File: src/rtl/regfile_wb_arb.sv
// Write-port arbiter for the 32x32 regfile: merges pipeline writeback and buffered long results,
// and tracks registers awaiting long results. Optional macro WB_CONFLICT_CHK_EN adds errFlag.
module regfile_wb_arb #(
   parameter int unsigned FIFO_DEPTH = 2
) (
   input  logic        clk,
   input  logic        reset,
   input  logic        pipeWen,
   input  logic [4:0]  pipeWAddr,
   input  logic [31:0] pipeWData,
   input  logic        longValid,
   output logic        longReady,
   input  logic [4:0]  longWAddr,
   input  logic [31:0] longWData,
   input  logic        issueLong,
   input  logic [4:0]  issueRd,
   input  logic [4:0]  chkRAddr1,
   input  logic [4:0]  chkRAddr2,
   output logic        hazStall,
   output logic [31:0] busyVec,
   output logic        regWen,
   output logic [4:0]  regWAddr,
   output logic [31:0] regWData
`ifdef WB_CONFLICT_CHK_EN
   ,
   output logic        errFlag
`endif
);

   localparam int unsigned PW = $clog2(FIFO_DEPTH);
   localparam int unsigned CW = $clog2(FIFO_DEPTH) + 1;

   logic [4:0]    fifo_addr [FIFO_DEPTH];
   logic [31:0]   fifo_data [FIFO_DEPTH];
   logic [PW-1:0] rd_ptr;
   logic [PW-1:0] wr_ptr;
   logic [CW-1:0] count;

   logic          fifo_empty;
   logic          long_fire;
   logic          enq;
   logic          deq;
   logic          sel_valid;
   logic          sel_long;
   logic [4:0]    sel_addr;
   logic [31:0]   sel_data;
   logic [CW-1:0] count_nxt;
   logic [31:0]   busy_nxt;

   assign fifo_empty = (count == '0);
   assign longReady  = (count != CW'(FIFO_DEPTH));
   assign long_fire  = longValid & longReady;

   assign hazStall = ((chkRAddr1 != 5'd0) & busyVec[chkRAddr1])
                   | ((chkRAddr2 != 5'd0) & busyVec[chkRAddr2])
                   | (issueLong & (issueRd != 5'd0) & busyVec[issueRd]);

   // Source select: pipeline first, then FIFO head, then long pass-through when FIFO is empty.
   always_comb begin
      sel_valid = 1'b0;
      sel_long  = 1'b0;
      sel_addr  = 5'd0;
      sel_data  = 32'd0;
      deq       = 1'b0;
      enq       = long_fire & (pipeWen | ~fifo_empty);
      if (pipeWen) begin
         sel_valid = 1'b1;
         sel_addr  = pipeWAddr;
         sel_data  = pipeWData;
      end else if (!fifo_empty) begin
         sel_valid = 1'b1;
         sel_long  = 1'b1;
         sel_addr  = fifo_addr[rd_ptr];
         sel_data  = fifo_data[rd_ptr];
         deq       = 1'b1;
      end else if (long_fire) begin
         sel_valid = 1'b1;
         sel_long  = 1'b1;
         sel_addr  = longWAddr;
         sel_data  = longWData;
      end
   end

   // Scoreboard next state: clear on long write, then set on issue so set wins.
   always_comb begin
      busy_nxt  = busyVec;
      count_nxt = count + CW'(enq) - CW'(deq);
      if (sel_long)
         busy_nxt[sel_addr] = 1'b0;
      if (issueLong && (issueRd != 5'd0))
         busy_nxt[issueRd] = 1'b1;
   end

   always_ff @(posedge clk or negedge reset) begin
      if (!reset) begin
         regWen   <= 1'b0;
         regWAddr <= 5'd0;
         regWData <= 32'd0;
         busyVec  <= 32'd0;
         count    <= '0;
         rd_ptr   <= '0;
         wr_ptr   <= '0;
      end else begin
         regWen   <= sel_valid & (sel_addr != 5'd0);
         regWAddr <= sel_addr;
         regWData <= sel_data;
         busyVec  <= busy_nxt;
         count    <= count_nxt;
         if (deq)
            rd_ptr <= rd_ptr + PW'(1);
         if (enq)
            wr_ptr <= wr_ptr + PW'(1);
      end
   end

   // Buffer storage needs no reset; validity is carried by count.
   always_ff @(posedge clk) begin
      if (enq) begin
         fifo_addr[wr_ptr] <= longWAddr;
         fifo_data[wr_ptr] <= longWData;
      end
   end

`ifdef WB_CONFLICT_CHK_EN
   logic       err_set;
   logic [4:0] err_addr;

   always_comb begin
      err_set  = 1'b0;
      err_addr = 5'd0;
      if (pipeWen && (pipeWAddr != 5'd0) && busyVec[pipeWAddr]) begin
         err_set  = 1'b1;
         err_addr = pipeWAddr;
      end else if (long_fire && (longWAddr != 5'd0) && !busyVec[longWAddr]) begin
         err_set  = 1'b1;
         err_addr = longWAddr;
      end else if (issueLong && (issueRd != 5'd0) && busyVec[issueRd]) begin
         err_set  = 1'b1;
         err_addr = issueRd;
      end
   end

   always_ff @(posedge clk or negedge reset) begin
      if (!reset)
         errFlag <= 1'b0;
      else if (err_set)
         errFlag <= 1'b1;
   end

`ifndef SYNTHESIS
   always_ff @(posedge clk) begin
      if (reset && err_set)
         $display("regfile_wb_arb: writeback conflict on x%0d", err_addr);
   end
`endif
`endif

endmodule

File: config.mk
export PLATFORM = sky130hd
export DESIGN_NAME = regfile_wb_arb
export DESIGN_NICKNAME = d
export VERILOG_FILES = /design/src/rtl/regfile_wb_arb.sv
export SDC_FILE = /design/constraint.sdc
export NUM_CORES = 1
export LEC_CHECK = 0
export CAP_MARGIN = 5
export CORE_MARGIN = 2
export CORE_UTILIZATION = 50
export CTS_CLUSTER_DIAMETER = 150
export DETAILED_ROUTE_END_ITERATION = 6
export HOLD_SLACK_MARGIN = 0.02
export MAX_ROUTING_LAYER = met4
export PLACE_DENSITY = 0.91
export SKIP_CTS_REPAIR_TIMING = 1
export SYNTH_ARGS = -nofsm -noshare
export SYNTH_HDL_FRONTEND = slang
export SYNTH_SLANG_ARGS = --single-unit
File: constraint.sdc
create_clock -name clk -period 8.5 [get_ports clk]
set_clock_uncertainty 0.05 [all_clocks]
set_input_delay 1.275 -clock clk [delete_from_list [all_inputs] [get_ports clk]]
set_output_delay 1.275 -clock clk [all_outputs]
set_load 0.03 [all_outputs]
# ---- Word-level counts from Yosys, hierarchy flattened
# Memory sizes are Yosys's and may differ from the RTL's.
# Index checks and enable logic that the tools add are counted.
dict set report op_classes {
  bitwise_logic 14
  magnitude_cmp 6
  add_sub_neg 4
  reduce_logical 8
  n_eq_ne 1
  muxes 26
}
# op count
set ops {}
lappend ops {{$mux W32} 5}
lappend ops {{$and A32 B32 Y32} 1}
lappend ops {{$not A32 Y32} 1}
lappend ops {{$or A32 B32 Y32} 1}
lappend ops {{$lt A5 B6 Y1 const B} 4}
lappend ops {{$reduce_bool A5 Y1} 4}
lappend ops {{$bmux W1 S5} 3}
lappend ops {{$mux W5} 3}
lappend ops {{$mux W1} 13}
lappend ops {{$demux W1 S5} 2}
lappend ops {{$ge A5 B1 Y1 const B} 2}
lappend ops {{$and A1 B1 Y1} 7}
lappend ops {{$logic_and A1 B1 Y1} 3}
lappend ops {{$or A1 B1 Y1} 3}
lappend ops {{$add A1 B1 Y1 const B} 2}
lappend ops {{$add A2 B1 Y2} 1}
lappend ops {{$logic_not A2 Y1} 1}
lappend ops {{$ne A2 B2 Y1 const B} 1}
lappend ops {{$sub A2 B1 Y2} 1}
lappend ops {{$not A1 Y1} 1}
dict set report totals {
  in_bits 94
  mem_bits_rw 74
  regBits 74
  output_inout_bits 72
  mem_count 2
}
# name depth width read_ports rd_ports_with_merged_regs write_ports line
set mem_list {}
lappend mem_list {fifo_data 2 32 1 0 1 34} ;# logic [31:0] fifo_data [FIFO_DEPTH];
lappend mem_list {fifo_addr 2 5 1 0 1 33} ;# logic [4:0] fifo_addr [FIFO_DEPTH];

# ---- Logic depth before layout (Yosys ltp)
dict set report depth {
  ltp_word 14
  ltp_mapped 9
}

# ---- Worst setup path before layout
# Ideal clock, no wire load.
dict set report synth_timing {
  kind {input port to output port}
  from {in chkRAddr2[1]}
  to {out hazStall}
  stages 6
  t_required_ns 7.175
  arrival_time_ns 2.878
  path_slack_ns 4.297
  path_cell_list {buf_2 > mux4_2 > and2_1 > o32a_1 > o211ai_1 > o211ai_1}
}
dict set report synth_via {
  elab_chain_len 5
}
# item line
set synth_rtl {}
lappend synth_rtl {{start: declaration} 18} ;# input logic [4:0] chkRAddr2,
lappend synth_rtl {{$bmux W1 S5} 55} ;# | ((chkRAddr2 != 5'd0) & busyVec[chkRAddr2])
lappend synth_rtl {{$mux W1 (not written as such)} 55}
lappend synth_rtl {{$and A1 B1 Y1 (*)} 55}
lappend synth_rtl {{$or A1 B1 Y1 (*)} 55}
lappend synth_rtl {{$or A1 B1 Y1 (*)} 56} ;# | (issueLong & (issueRd != 5'd0) & busyVec[issueRd]);
lappend synth_rtl {{end: declaration} 19} ;# output logic hazStall,
# Mark *: on every way between the ends. The rest lies on a longest branch, timed or not. The select of a mux whose other input is x is not followed.

# ---- Worst setup path after layout
dict set report layout_timing {
  from {in issueRd[1]}
  to {out hazStall}
}
dict set report layout_via {
  elab_chain_len 4
}
# item line
set layout_rtl {}
lappend layout_rtl {{start: declaration} 16} ;# input logic [4:0] issueRd,
lappend layout_rtl {{$bmux W1 S5 / $reduce_bool A5 Y1 (equally long branches)} 56}
lappend layout_rtl {{$mux W1 (not written as such) / $and A1 B1 Y1 (equally long branches)} 56}
lappend layout_rtl {{$and A1 B1 Y1 (*)} 56}
lappend layout_rtl {{$or A1 B1 Y1 (*)} 56}
# Marks and branches as above.

==> metrics.yaml <==
setup_path:
  end_kind: "output pin"
  reg2regPathDepth: 5
  path_class: "input pin to output pin"
  arrival_ns: 4.14
  start_kind: "input pin"
  r2r_end: "regWen$_DFF_PN0_"
  r2r_slack_ns: 5.39
  crit_required_ns: 7.17
  r2r-start: "rd_ptr$_DFFE_PN0P_"
  path_max_fanout: 18
finish:
  layout-drive-gt1-share_pct: 9.19
  fillers: 903
  final-instance-count-excl-fill: 909
  finalNetCount: 812
  diodes: 0
  syn_to_final_growth_pct: 32.9
clocking:
  cts_made_buffers: 17
  clock_latency_ns: 0.41
  clkSlewWorstSetupHoldPaths_ns: 0.06
  htree_num_levels: 4
  cts_tree: "done"
  clk_path_buf_depth: 2
  cts_root_buffer: "clkbuf_16"
  clock-sinks: 148
routing:
  wl_per_cell_um: 22.0
  wl_um: 20000
  drt_iter0_drc: 566
  vias_per_cell: 6.22
  first_pass_iters: 5
  route.detailed.drc: 0
  final_antenna_net_count: 0
  num_vias: 5653
grt:
  grt_pass1_vias: 5767
  grt_use_met1_pct: 33.4
  grt_first_pass_wirelength_um: 30500
  grt_use_met3_pct: 7.20
  grtUsageTotal_pct: 27.7
  grt_start_max_net_pins: 82
  grt_remaining_overflow: 0
  grt_use_met2_pct: 46.1
  antenna_found_initial: 0
  busiest_layer: "met2"
yosys:
  synth_enable_flop_cells: 74
  synth_cell_types: 53
  ys_seq_area_share_pct: 57.9
  synth_area_leaders: "edfxtp_1 (32%), dfrtp_1 (26%), mux2i_1 (7.0%)"
  synthAdderAreaFrac_pct: 0.356
  yosysWarnings: 0
  synth-seq-cells: 148
  synth-async-reset-ratio_pct: 50.0
  synth_top_family_by_area: "compound AO/OA/AOI/OAI gates"
  synth-simple-area-share_pct: 7.90
  synth_top_area_share_pct: 31.6
  synth-main-ff-cell: "edfxtp_1"
  syn_avg_cell_area_um2: 12.3
  synth.area.mux_share_pct: 13.4
  synth_top_area_cell: "edfxtp_1"
  synth_compound_area_share_pct: 15.4
  synth-xor-area-share_pct: 0.498
  syn_area_um2: 7030
  yosys-top-cells-count: "dfrtp_1 (74), edfxtp_1 (74), mux2i_1 (49)"
  synth_fp_nets: 667
  syn_inst: 571
sta:
  max_freq_mhz: 183
  worst_pin_slew_ns: 1.16
  rsz0062_at_grt: "false"
  finalCritPeriodShare_pct: 64.3
  relSlewSlack_pct: 23.0
  min_period_ns: 5.46
  setup_viol: 0
  finalMaxSlewViolations: 0
  fin_tns_setup_ns: 0
  hold_viol: 0
die:
  dieArea_um2: 15000
  start_util_pct: 50.9
  die_h_um: 123
  num_rows: 43
  coreArea_um2: 13800
  fp.dieW_um: 123
  boundaryPins: 166
pwr:
  peakVddDrop_uv: 208
  power_leakage_nw: 3.55
  combPwrFrac_pct: 39.7
  intPower_w: 0.00197
  seqPwrFrac_pct: 37.7
  switchingPower_w: 0.00128
  p_per_area_nw_per_um2: 347
  swShare_pct: 39.5
  power_frac_clock_pct: 22.6
run:
  cap_viol_max_count: 0
min_path:
  hold_class: "register to register"
  min_path_cells: 1
  hp-start: "wr_ptr$_DFFE_PN0P_"
  min_to: "wr_ptr$_DFFE_PN0P_"
outcome:
  status: "finished, final reports clean"
placed_design:
  gp_congestion: 0.941
  dp.cells: 877
  io_buffers: 165
  dp_hpwl_um: 13200
==> metrics by stage <==
| stage | hold slack (ns) | power [W] | setup WS [ns] | area (µm²) | utilization [%] |
|---|---|---|---|---|---|
| 2_1_floorplan | 0.418 | 0.00196 | 4.30 | 7030 | - |
| 3_3_place_gp | 0.484 | 0.00245 | 3.10 | 8760 | 63.4 |
| 3_5_place_dp | 0.517 | 0.00250 | 3.04 | 8760 | 63.4 |
| 4_1_cts | 0.529 | 0.00324 | 3.02 | 9350 | 67.6 |
| 5_1_grt | 0.552 | 0.00338 | 2.86 | 9350 | 67.6 |
| 6_report | 0.527 | 0.00325 | 3.04 | 9350 | 67.6 |
==> area by class of cell <==
cell class | count | area (µm²) | share of cell area (%)
inverter | 37 | 139 | 1.49
multi-input combinational | 344 | 2660 | 28.4
timing repair buffer | 168 | 1670 | 17.8
sequential | 148 | 4080 | 43.6
tap | 180 | 225 | 2.41
clock buffer | 17 | 425 | 4.55
clock inverter | 15 | 158 | 1.69
==> power by group through the flow <==
stage	clock network (W)	registers (W)	logic, W
global route	0.000769	0.00124	0.00137
global placement	0	0.00122	0.00123
finish	0.000735	0.00122	0.00129
detailed placement	0	0.00123	0.00127
floorplan	0	0.00136	0.000598
CTS	0.000740	0.00122	0.00129
==> layer usage <==
metal | up-vias | share of wire, %
met5 | - | 0
met3 | 36 | 9.0
met2 | 327 | 50
met4 | 0 | 1.8
li1 | 2476 | -
met1 | 2814 | 39
==> critical path: stages <==
cell and delay (ns):
clkdlybuf4s50_1 1.04, mux4_2 0.59, a22oi_1 0.19, o211ai_1 0.11
a21oi_1 0.19, o211ai_1 0.12, clkdlybuf4s50_1 0.62
==> layout by cell type (no fill, tap or decap), types with 4 or more instances in the layout <==
cell type,count
clkdlybuf4s50_1,163
nand3_1,6
clkinvlp_4,4
mux2i_1,49
buf_4,4
dfrtp_1,73
inv_1,36
nor2_1,40
nor3_1,9
clkbuf_16,17
o22ai_1,4
nand2_1,16
o21ai_0,28
o21ai_1,5
nor3b_1,5
nand3b_1,4
a311oi_1,32
mux4_2,17
edfxtp_1,74
nor2b_1,4
a21oi_1,34
o31ai_1,34
nand2b_1,5
clkinv_4,4
o211ai_1,4
==> worst max-delay path by stage <==
| stage | from | endpoint | cells past startpoint | slack, ns |
|---|---|---|---|---|
| after floorplan | chkRAddr2[1] | hazStall | 6 | 4.30 |
| after global placement | issueRd[1] | hazStall | 7 | 3.10 |
| after detailed placement | issueRd[1] | hazStall | 7 | 3.04 |
| after CTS | issueRd[1] | hazStall | 7 | 3.02 |
| after global routing | issueRd[1] | hazStall | 7 | 2.86 |
| final | issueRd[1] | hazStall | 7 | 3.04 |
==> cell families after synthesis <==
logic type / Yosys count
AOI/OAI and AO/OA: 158
DFF: 148
and+or+nand+nor: 109
buffers and inverters: 79
muxes: 71
xor gates and xnor gates: 4
adders and majority gates: 2
==> state kept, by name, summed over array words and instances, names as in the netlist <==
name and flops:
rd_ptr 1, fifo_data 64, regWen 1, wr_ptr 1, regWData 32, regWAddr 5, fifo_addr 10, count 2
busyVec 32
Power figures use the tool's default switching activity.
